==> src/rtl/alu_arbiter.sv <==
// Two-requester round-robin front end for a shared multi-cycle ALU.
// Optional WAIT watchdog: define ALU_ARB_TIMEOUT_EN.
module alu_arbiter #(
    parameter int unsigned TIMEOUT_CYCLES = 64
) (
    input  logic        clk,
    input  logic        resetn,
    input  logic        req0,
    input  logic        req1,
    input  logic [7:0]  x0,
    input  logic [7:0]  y0,
    input  logic [7:0]  adiv0,
    input  logic [2:0]  op0,
    input  logic [7:0]  x1,
    input  logic [7:0]  y1,
    input  logic [7:0]  adiv1,
    input  logic [2:0]  op1,
    output logic        gnt0,
    output logic        gnt1,
    output logic        done0,
    output logic        done1,
    output logic [15:0] result0,
    output logic [15:0] result1,
    output logic        err0,
    output logic        err1,
    output logic        busy,
    output logic [7:0]  alu_x,
    output logic [7:0]  alu_y,
    output logic [7:0]  alu_adiv,
    output logic [2:0]  alu_op,
    output logic        alu_begin,
    input  logic        alu_end,
    input  logic [15:0] alu_out
);

    typedef enum logic [1:0] {IDLE, ISSUE, WAIT, DONE} state_t;

    state_t state;
    state_t state_nxt;
    logic   ptr;
    logic   win;
    logic   pick;
    logic   fin;
    logic   tmo;

    if (TIMEOUT_CYCLES == 0 || TIMEOUT_CYCLES > 255) begin : g_bad_timeout
        $error("TIMEOUT_CYCLES must be 1..255");
    end

    // Pointer only matters when both request; a lone requester always wins.
    assign pick = (req0 && req1) ? ptr : req1;

`ifdef ALU_ARB_TIMEOUT_EN
    logic [7:0] cnt;
    logic       err_q;

    assign tmo = (state == WAIT) && !alu_end &&
                 (cnt == 8'(TIMEOUT_CYCLES - 1));
`else
    assign tmo = 1'b0;
`endif

    assign fin = (state == WAIT) && (alu_end || tmo);

    always_ff @(posedge clk or negedge resetn) begin
        if (!resetn) begin
            state <= IDLE;
        end else begin
            state <= state_nxt;
        end
    end

    always_comb begin
        state_nxt = state;
        case (state)
            IDLE:    if (req0 || req1) state_nxt = ISSUE;
            ISSUE:   state_nxt = WAIT;
            WAIT:    if (fin) state_nxt = DONE;
            DONE:    state_nxt = IDLE;
            default: state_nxt = IDLE;
        endcase
    end

    always_ff @(posedge clk or negedge resetn) begin
        if (!resetn) begin
            ptr      <= 1'b0;
            win      <= 1'b0;
            alu_x    <= 8'h00;
            alu_y    <= 8'h00;
            alu_adiv <= 8'h00;
            alu_op   <= 3'b000;
            result0  <= 16'h0000;
            result1  <= 16'h0000;
        end else begin
            if (state == IDLE && (req0 || req1)) begin
                win      <= pick;
                alu_x    <= pick ? x1 : x0;
                alu_y    <= pick ? y1 : y0;
                alu_adiv <= pick ? adiv1 : adiv0;
                alu_op   <= pick ? op1 : op0;
            end
            if (fin) begin
                if (win) begin
                    result1 <= tmo ? 16'hFFFF : alu_out;
                end else begin
                    result0 <= tmo ? 16'hFFFF : alu_out;
                end
            end
            if (state == DONE) begin
                ptr <= ~win;
            end
        end
    end

`ifdef ALU_ARB_TIMEOUT_EN
    always_ff @(posedge clk or negedge resetn) begin
        if (!resetn) begin
            cnt   <= 8'h00;
            err_q <= 1'b0;
        end else begin
            if (state == ISSUE) begin
                cnt <= 8'h00;
            end else if (state == WAIT && !alu_end) begin
                cnt <= cnt + 8'h01;
            end
            if (fin) begin
                err_q <= tmo;
            end
        end
    end
`endif

    always_comb begin
        busy      = (state != IDLE);
        alu_begin = (state == ISSUE);
        gnt0      = alu_begin && !win;
        gnt1      = alu_begin && win;
        done0     = (state == DONE) && !win;
        done1     = (state == DONE) && win;
`ifdef ALU_ARB_TIMEOUT_EN
        err0      = done0 && err_q;
        err1      = done1 && err_q;
`else
        err0      = 1'b0;
        err1      = 1'b0;
`endif
    end

endmodule

==> config.mk <==
export PLATFORM = sky130hd
export DESIGN_NAME = alu_arbiter
export DESIGN_NICKNAME = d
export VERILOG_FILES = /design/src/rtl/alu_arbiter.sv
export SDC_FILE = /design/constraint.sdc
export NUM_CORES = 1
export LEC_CHECK = 0
export BUFFER_PORTS_ARGS = -buffer_cell sky130_fd_sc_hd__buf_2
export CORE_AREA = 5 5 82 84
export CTS_CLUSTER_SIZE = 30
export DETAILED_ROUTE_END_ITERATION = 12
export DIE_AREA = 0 0 87 89
export PLACE_DENSITY = 0.81
export REMOVE_ABC_BUFFERS = 1
export SKIP_LAST_GASP = 1
export SLEW_MARGIN = 5
export SYNTH_ARGS = -nofsm -noshare
export SYNTH_HDL_FRONTEND = slang
export SYNTH_SLANG_ARGS = --single-unit
==> constraint.sdc <==
create_clock -name clk -period 2.4 [get_ports clk]
set_input_delay 0.48 -clock clk [delete_from_list [all_inputs] [get_ports clk]]
set_output_delay 0.48 -clock clk [all_outputs]
set_load 0.05 [all_outputs]
==> run summary, run 1 <==
Status = completed
DP Worst Slack = 0.6810 ns
I/O Buffers = 139
Clock Tree Buf Depth = 2
Clock Skew = 0.007510 ns
Largest net degree at the start of global routing = 49
I/O Pins = 142
Arrival time at the worst endpoint = 1.41 ns
Hold Path Class = in -> async
#FFs+latches synth = 63
DRT met1 WL = 3.133 mm
Mapped Cells = 250
Number of flops mapped to enable cells by yosys = 0
Slew margin rel. = 56.34%
CTS clk-pin slew, worst paths = 0.07 ns
Share of layout cells above drive strength 1 = 50.26%
WS Path Type = reg -> out
WL per Instance = 15.52 um
Crit-path cells = inv_1 -> ha_1 -> inv_1 -> buf_2
Total CTS buffers = 9
Design area = 3770 sq um
Via count = 2456
Placed Cells = 449
CTS tree = yes
Root Buffer = clkbuf_8
Row count = 28
Ys Warns = 0
DRT antenna net count = 0
Top-count cell post-synth = dfrtp_1
Ant diodes = 0
Final Hold Vio Count = 0
RSZ-0062 raised after global routing = false
Library cells used by synthesis = 24
Setup_tns = 0 ns
Met2 routed WL = 3.180 mm
Maximum clock frequency = 528.3 MHz
Power Total = 6.759 mW
Met3 Wirelength = 791 um
Mapped cell area = 2798 sq um
DR iter-0 viols = 63
CP dominant cell by count = inv_1
Slew Limit Fails = 0
# setup viols final = 0
RD Place Congestion = 0.7689
Tot GR Track Use = 18.93%
Maxcap violations = 0
Leak Pwr = 1.825 nW
Vias in the first global route = 2458
Clk Latency, worst-skew pair = 0.33 ns
Antenna violations before repair = 0
PD cells = 1793 nW/um^2
Critical path required time = 1.92 ns
VDD IR max = 0.001008 V
Core area = 5851 sq um
Setup crit end kind = output pin
# nets final = 464
CP startpoint kind = register
Final core area utilization = 64.44%
Tightest Pin Transition = 0.6549 ns
Slowest CP cell = dfrtp_1
Hold_ws = 0.1759 ns
CTS Hold Bufs = 0
Starting density of the core = 47.82%
DIE AREA = 7743 sq um
Die Width = 87 um
Sequential share of the synthesized area = 56.35%
Area growth from synthesis to layout = 34.75%
Top cells by area, synth = dfrtp_1 56%, mux2_2 13%, a31oi_1 6.0%
Final Cycle Share = 78.88%
Area of the multi-input gates = 1074 sq um
CP max FO = 4
DRT Wirelength = 7.216 mm
Post-CTS Setup Inserts = 0
DRC = 0
Cell taking the most area after synthesis = dfrtp_1
Most frequent cells after synthesis = 63 x dfrtp_1, 32 x mux2_2, 29 x nor2_1
HPWL Detailed = 5.428 mm
Sequential Area = 1577 sq um
First-pass GRT wire length = 11.40 mm
Async set-reset flop share out of synthesis = 100.0%
Die Y = 89 um
Highest Signal Layer = met4
Clk sink count = 63
Post-DP Area = 3525 sq um
Worst Slack Setup Final = 0.5070 ns
Top_reg_cell synth = dfrtp_1
Tmin final = 1.893 ns
DRT Pass-1 Iters = 4
Layout fillers = 493
Final Non-Filler Cells = 465
CP max stage delay = 0.40 ns
Synth top area share = 56.35%
DR vias/cell = 5.282
Congestion Overflow GR = 0
# resized after CTS = 0
H-tree depth = 3
Average cell area after synthesis = 11.19 sq um
==> registers in the layout, indices dropped and copies added (netlist names) <==
signal	cells
alu_y	8
result1	16
ptr	1
alu_adiv	8
result0	16
alu_op	3
alu_x	8
state	2
win	1
==> kinds of logic after synthesis <==
kind of cell	Yosys count	share of synthesized area, %
fa+ha+maj	4	1.789
buf+inv	27	5.411
simple gates	64	10.78
mux	33	13.42
other cells	1	0.1340
flops	63	56.35
compound gates	58	12.12
==> path summary, 6_finish.rpt <==
| path | from | to | slack (ns) | depth (start not counted) |
|---|---|---|---|---|
| setup / recovery | state[0] | busy | 0.51 | 4 |
| hold / removal | resetn | state[0] | 0.18 | 1 |
| setup reg to reg | state[0] | result1[12] | 0.70 | 4 |
| hold reg to reg | result0[5] | result0[5] | 0.50 | 1 |
| max in group asynchronous | resetn | result0[15] | 1.62 | 2 |
| min in group clk | alu_out[13] | result0[13] | 0.40 | 2 |
==> cell usage in the layout, fill, tap and decap left out, drive strengths merged, types with 3 or more instances in the layout <==
master / n
buf: 144
dfrtp: 63
mux2: 33
nor2: 29
nand3: 29
o21ai: 27
a31oi: 27
clkbuf: 9
inv: 6
ha: 4
nor2b: 3
clkinvlp: 3
bufinv: 3
==> power by group <==
part	leakage, nW	switching (mW)	internal, mW	total [mW]
combinational	0.982	2.76	0.987	3.74
sequential	0.731	0.302	1.61	1.91
clock	0.112	0.415	0.691	1.11
==> critical path: cells and delay by family (launching register included) <==
| family | cells | cell delay [ns] |
|---|---|---|
| flip-flops | 1 | 0.40 |
| adder cells (fa/ha/maj) | 1 | 0.23 |
| buffers and inverters | 3 | 0.45 |
==> layer usage <==
metal  GRT usage (%)  vias up
met5               0        -
li1                -     1156
met2           29.19      151
met4           8.357        0
met1           25.39     1135
met3           4.793       14
==> final cells by class <==
cell class | instances | share of cell area (%)
well taps | 75 | 2.489
multi-input cells | 161 | 28.48
flip-flops and latches | 63 | 41.82
clock inverters | 7 | 3.219
repair buffers | 144 | 20.11
clock buffers | 9 | 3.286
inverters | 6 | 0.5974
(Power assumes the default switching activity.)
==> inputs of run 2 (changes only) <==
--- a/config.mk
+++ b/config.mk
@@ -6,11 +6,11 @@
 export NUM_CORES = 1
 export LEC_CHECK = 0
 export BUFFER_PORTS_ARGS = -buffer_cell sky130_fd_sc_hd__buf_2
-export CORE_AREA = 5 5 82 84
+export CORE_AREA = 5 5 85 87
 export CTS_CLUSTER_SIZE = 30
 export DETAILED_ROUTE_END_ITERATION = 12
-export DIE_AREA = 0 0 87 89
-export PLACE_DENSITY = 0.81
+export DIE_AREA = 0 0 90 92
+export PLACE_DENSITY = 0.76
 export REMOVE_ABC_BUFFERS = 1
 export SKIP_LAST_GASP = 1
 export SLEW_MARGIN = 5
==> constraint.sdc (replaced) <==
create_clock -name clk -period 1.85 [get_ports clk]
set_input_delay 0.37 -clock clk [delete_from_list [all_inputs] [get_ports clk]]
set_output_delay 0.37 -clock clk [all_outputs]
set_load 0.05 [all_outputs]
==> run 2 against run 1 <==
Effect of this change:
- register-to-register slack got worse by 0.53 ns
- critical path depth unchanged
- sequential share of layout area shrank 0.17 points
- via count is 3.2% lower
- global-route usage shrank 1.4 points
- setup slack got worse by 0.42 ns
- cell count up 0.43%
- largest cell class unchanged
- highest routed layer unchanged
==> run summary, run 2 (synthesis gave the netlist of run 1 again) <==
Power Total = 8.720 mW (was 6.759 mW)
Setup crit end kind = output pin (unchanged)
Via count = 2377 (was 2456)
CTS clk-pin slew, worst paths = 0.07 ns (about the same)
Design area = 3785 sq um (was 3770 sq um)
Die Y = 92 um (was 89 um)
Final Cycle Share = 95.09%
Final core area utilization = 60.30% (was 64.44%)
PD cells = 2304 nW/um^2 (was 1793 nW/um^2)
R2r endpoint = result0[3] (was result1[12])
Worst r2r src = state[0] (unchanged)
WS Path Type = reg -> out (unchanged)
DP Worst Slack = 0.1422 ns (was 0.6810 ns)
HPWL Detailed = 5.299 mm (was 5.428 mm)
First-pass GRT wire length = 11.79 mm (was 11.40 mm)
Clk Latency, worst-skew pair = 0.32 ns (was 0.33 ns)
R2R cell count = 4 (unchanged)
DRT antenna net count = 0 (unchanged)
DRT Wirelength = 7.227 mm (was 7.216 mm)
Final Non-Filler Cells = 467 (was 465)
RD Place Congestion = 0.7388 (was 0.7689)
I/O Pins = 142 (unchanged)
Post-DP Area = 3541 sq um (was 3525 sq um)
Final Hold Vio Count = 0 (unchanged)
Maxcap violations = 0 (unchanged)
Largest net degree at the start of global routing = 64 (was 49)
Core area = 6277 sq um (was 5851 sq um)
Antenna violations before repair = 0 (unchanged)
Area growth from synthesis to layout = 35.29% (was 34.75%)
DRT Pass-1 Iters = 4 (unchanged)
Commonest cells after routing, fill and taps aside = 134 x buf_2, 63 x dfrtp_1, 32 x mux2_2, 29 x nor2_1 (was 139 x buf_2, 63 x dfrtp_1, 32 x mux2_2, 29 x nor2_1)
WL per Instance = 15.48 um (was 15.52 um)
DR iter-0 viols = 68 (was 63)
Clock Tree Buf Depth = 2 (unchanged)
Clk sink count = 63 (unchanged)
Clock Skew = 0.007869 ns (was 0.007510 ns)
Reg2Reg Setup Slack = 0.17 ns (was 0.70 ns)
# nets final = 464 (unchanged)
DRC = 0 (unchanged)
Critical path required time = 1.48 ns (was 1.92 ns)
Most common cell after layout, fill and taps aside = buf_2 (unchanged)
Total CTS buffers = 9 (unchanged)
Slew Limit Fails = 0 (unchanged)
Die Width = 90 um (was 87 um)
Tot GR Track Use = 17.57% (was 18.93%)
Worst Slack Setup Final = 0.09075 ns (was 0.5070 ns)
# setup viols final = 0 (unchanged)
Share of layout cells above drive strength 1 = 50.51% (was 50.26%)
Vias in the first global route = 2450 (was 2458)
I/O Buffers = 139 (unchanged)
CP startpoint kind = register (unchanged)
DR vias/cell = 5.090 (was 5.282)
DIE AREA = 8280 sq um (was 7743 sq um)
Congestion Overflow GR = 0 (unchanged)
Setup_tns = 0 ns (unchanged)
Maximum clock frequency = 568.4 MHz
CTS tree = yes (unchanged)
CTS Hold Bufs = 0 (unchanged)
Hold_ws = 0.05014 ns (was 0.1759 ns)
Root Buffer = clkbuf_8 (unchanged)
RSZ-0062 raised after global routing = true (was false)
Top flop regs = result0 x16, result1 x16 (unchanged)
Leak Pwr = 1.828 nW (was 1.825 nW)
Hold Path Class = in -> async (unchanged)
Row count = 29 (was 28)
CP max FO = 4 (unchanged)
VDD IR max = 0.001472 V (was 0.001008 V)
Status = completed (unchanged)
Area of the multi-input gates = 1075 sq um (was 1074 sq um)
Layout fillers = 555 (was 493)
H-tree depth = 3 (unchanged)
Placed Cells = 451 (was 449)
Tmin final = 1.759 ns
Ant diodes = 0 (unchanged)
Starting density of the core = 44.57% (was 47.82%)
Arrival time at the worst endpoint = 1.39 ns (was 1.41 ns)
Sequential Area = 1577 sq um (unchanged)
run 2: worst max path at each step:
stage / startpoint / endpoint / slack, ns
floorplan: state[1] / gnt0 / -0.24
global placement: state[0] / result0[0] / 0.23
detailed placement: state[0] / result0[3] / 0.14
CTS: state[1] / gnt0 / 0.03
global route: state[1] / gnt0 / -0.01
finish: state[1] / busy / 0.09
run 2: layout make-up:
cell class	instances	area share, %
clock buffers	11	4.000
repair buffers	144	20.69
inverters	6	0.5950
multi-input cells	161	28.40
clock inverters	5	2.116
well taps	77	2.545
flip-flops and latches	63	41.65
run 2: timing repair:
action	CTS	global route
gates resized for setup	0	5
endpoints found under the setup margin	0	5
hold endpoints to repair	0	0
buffers inserted	0	0
run 2: power by group:
| part | internal, mW | switching, mW |
|---|---|---|
| sequential | 2.08 | 0.377 |
| combinational | 1.32 | 3.60 |
| clock | 0.830 | 0.513 |
run 2: per-layer routing:
layer  track usage (%)  part of all wire (%)  up-vias
met5                 0                     0        -
met4             5.831                   1.0        0
met3             7.529                    10        8
met2             28.29                    46      118
met1             21.28                    43     1095
li1                  -                     -     1156
run 2: critical path, cell delays in order (launching register included):
cell and delay [ns]:
dfrtp_1 0.41, inv_1 0.10, ha_1 0.22, inv_1 0.10
clkbuf_4 0.24
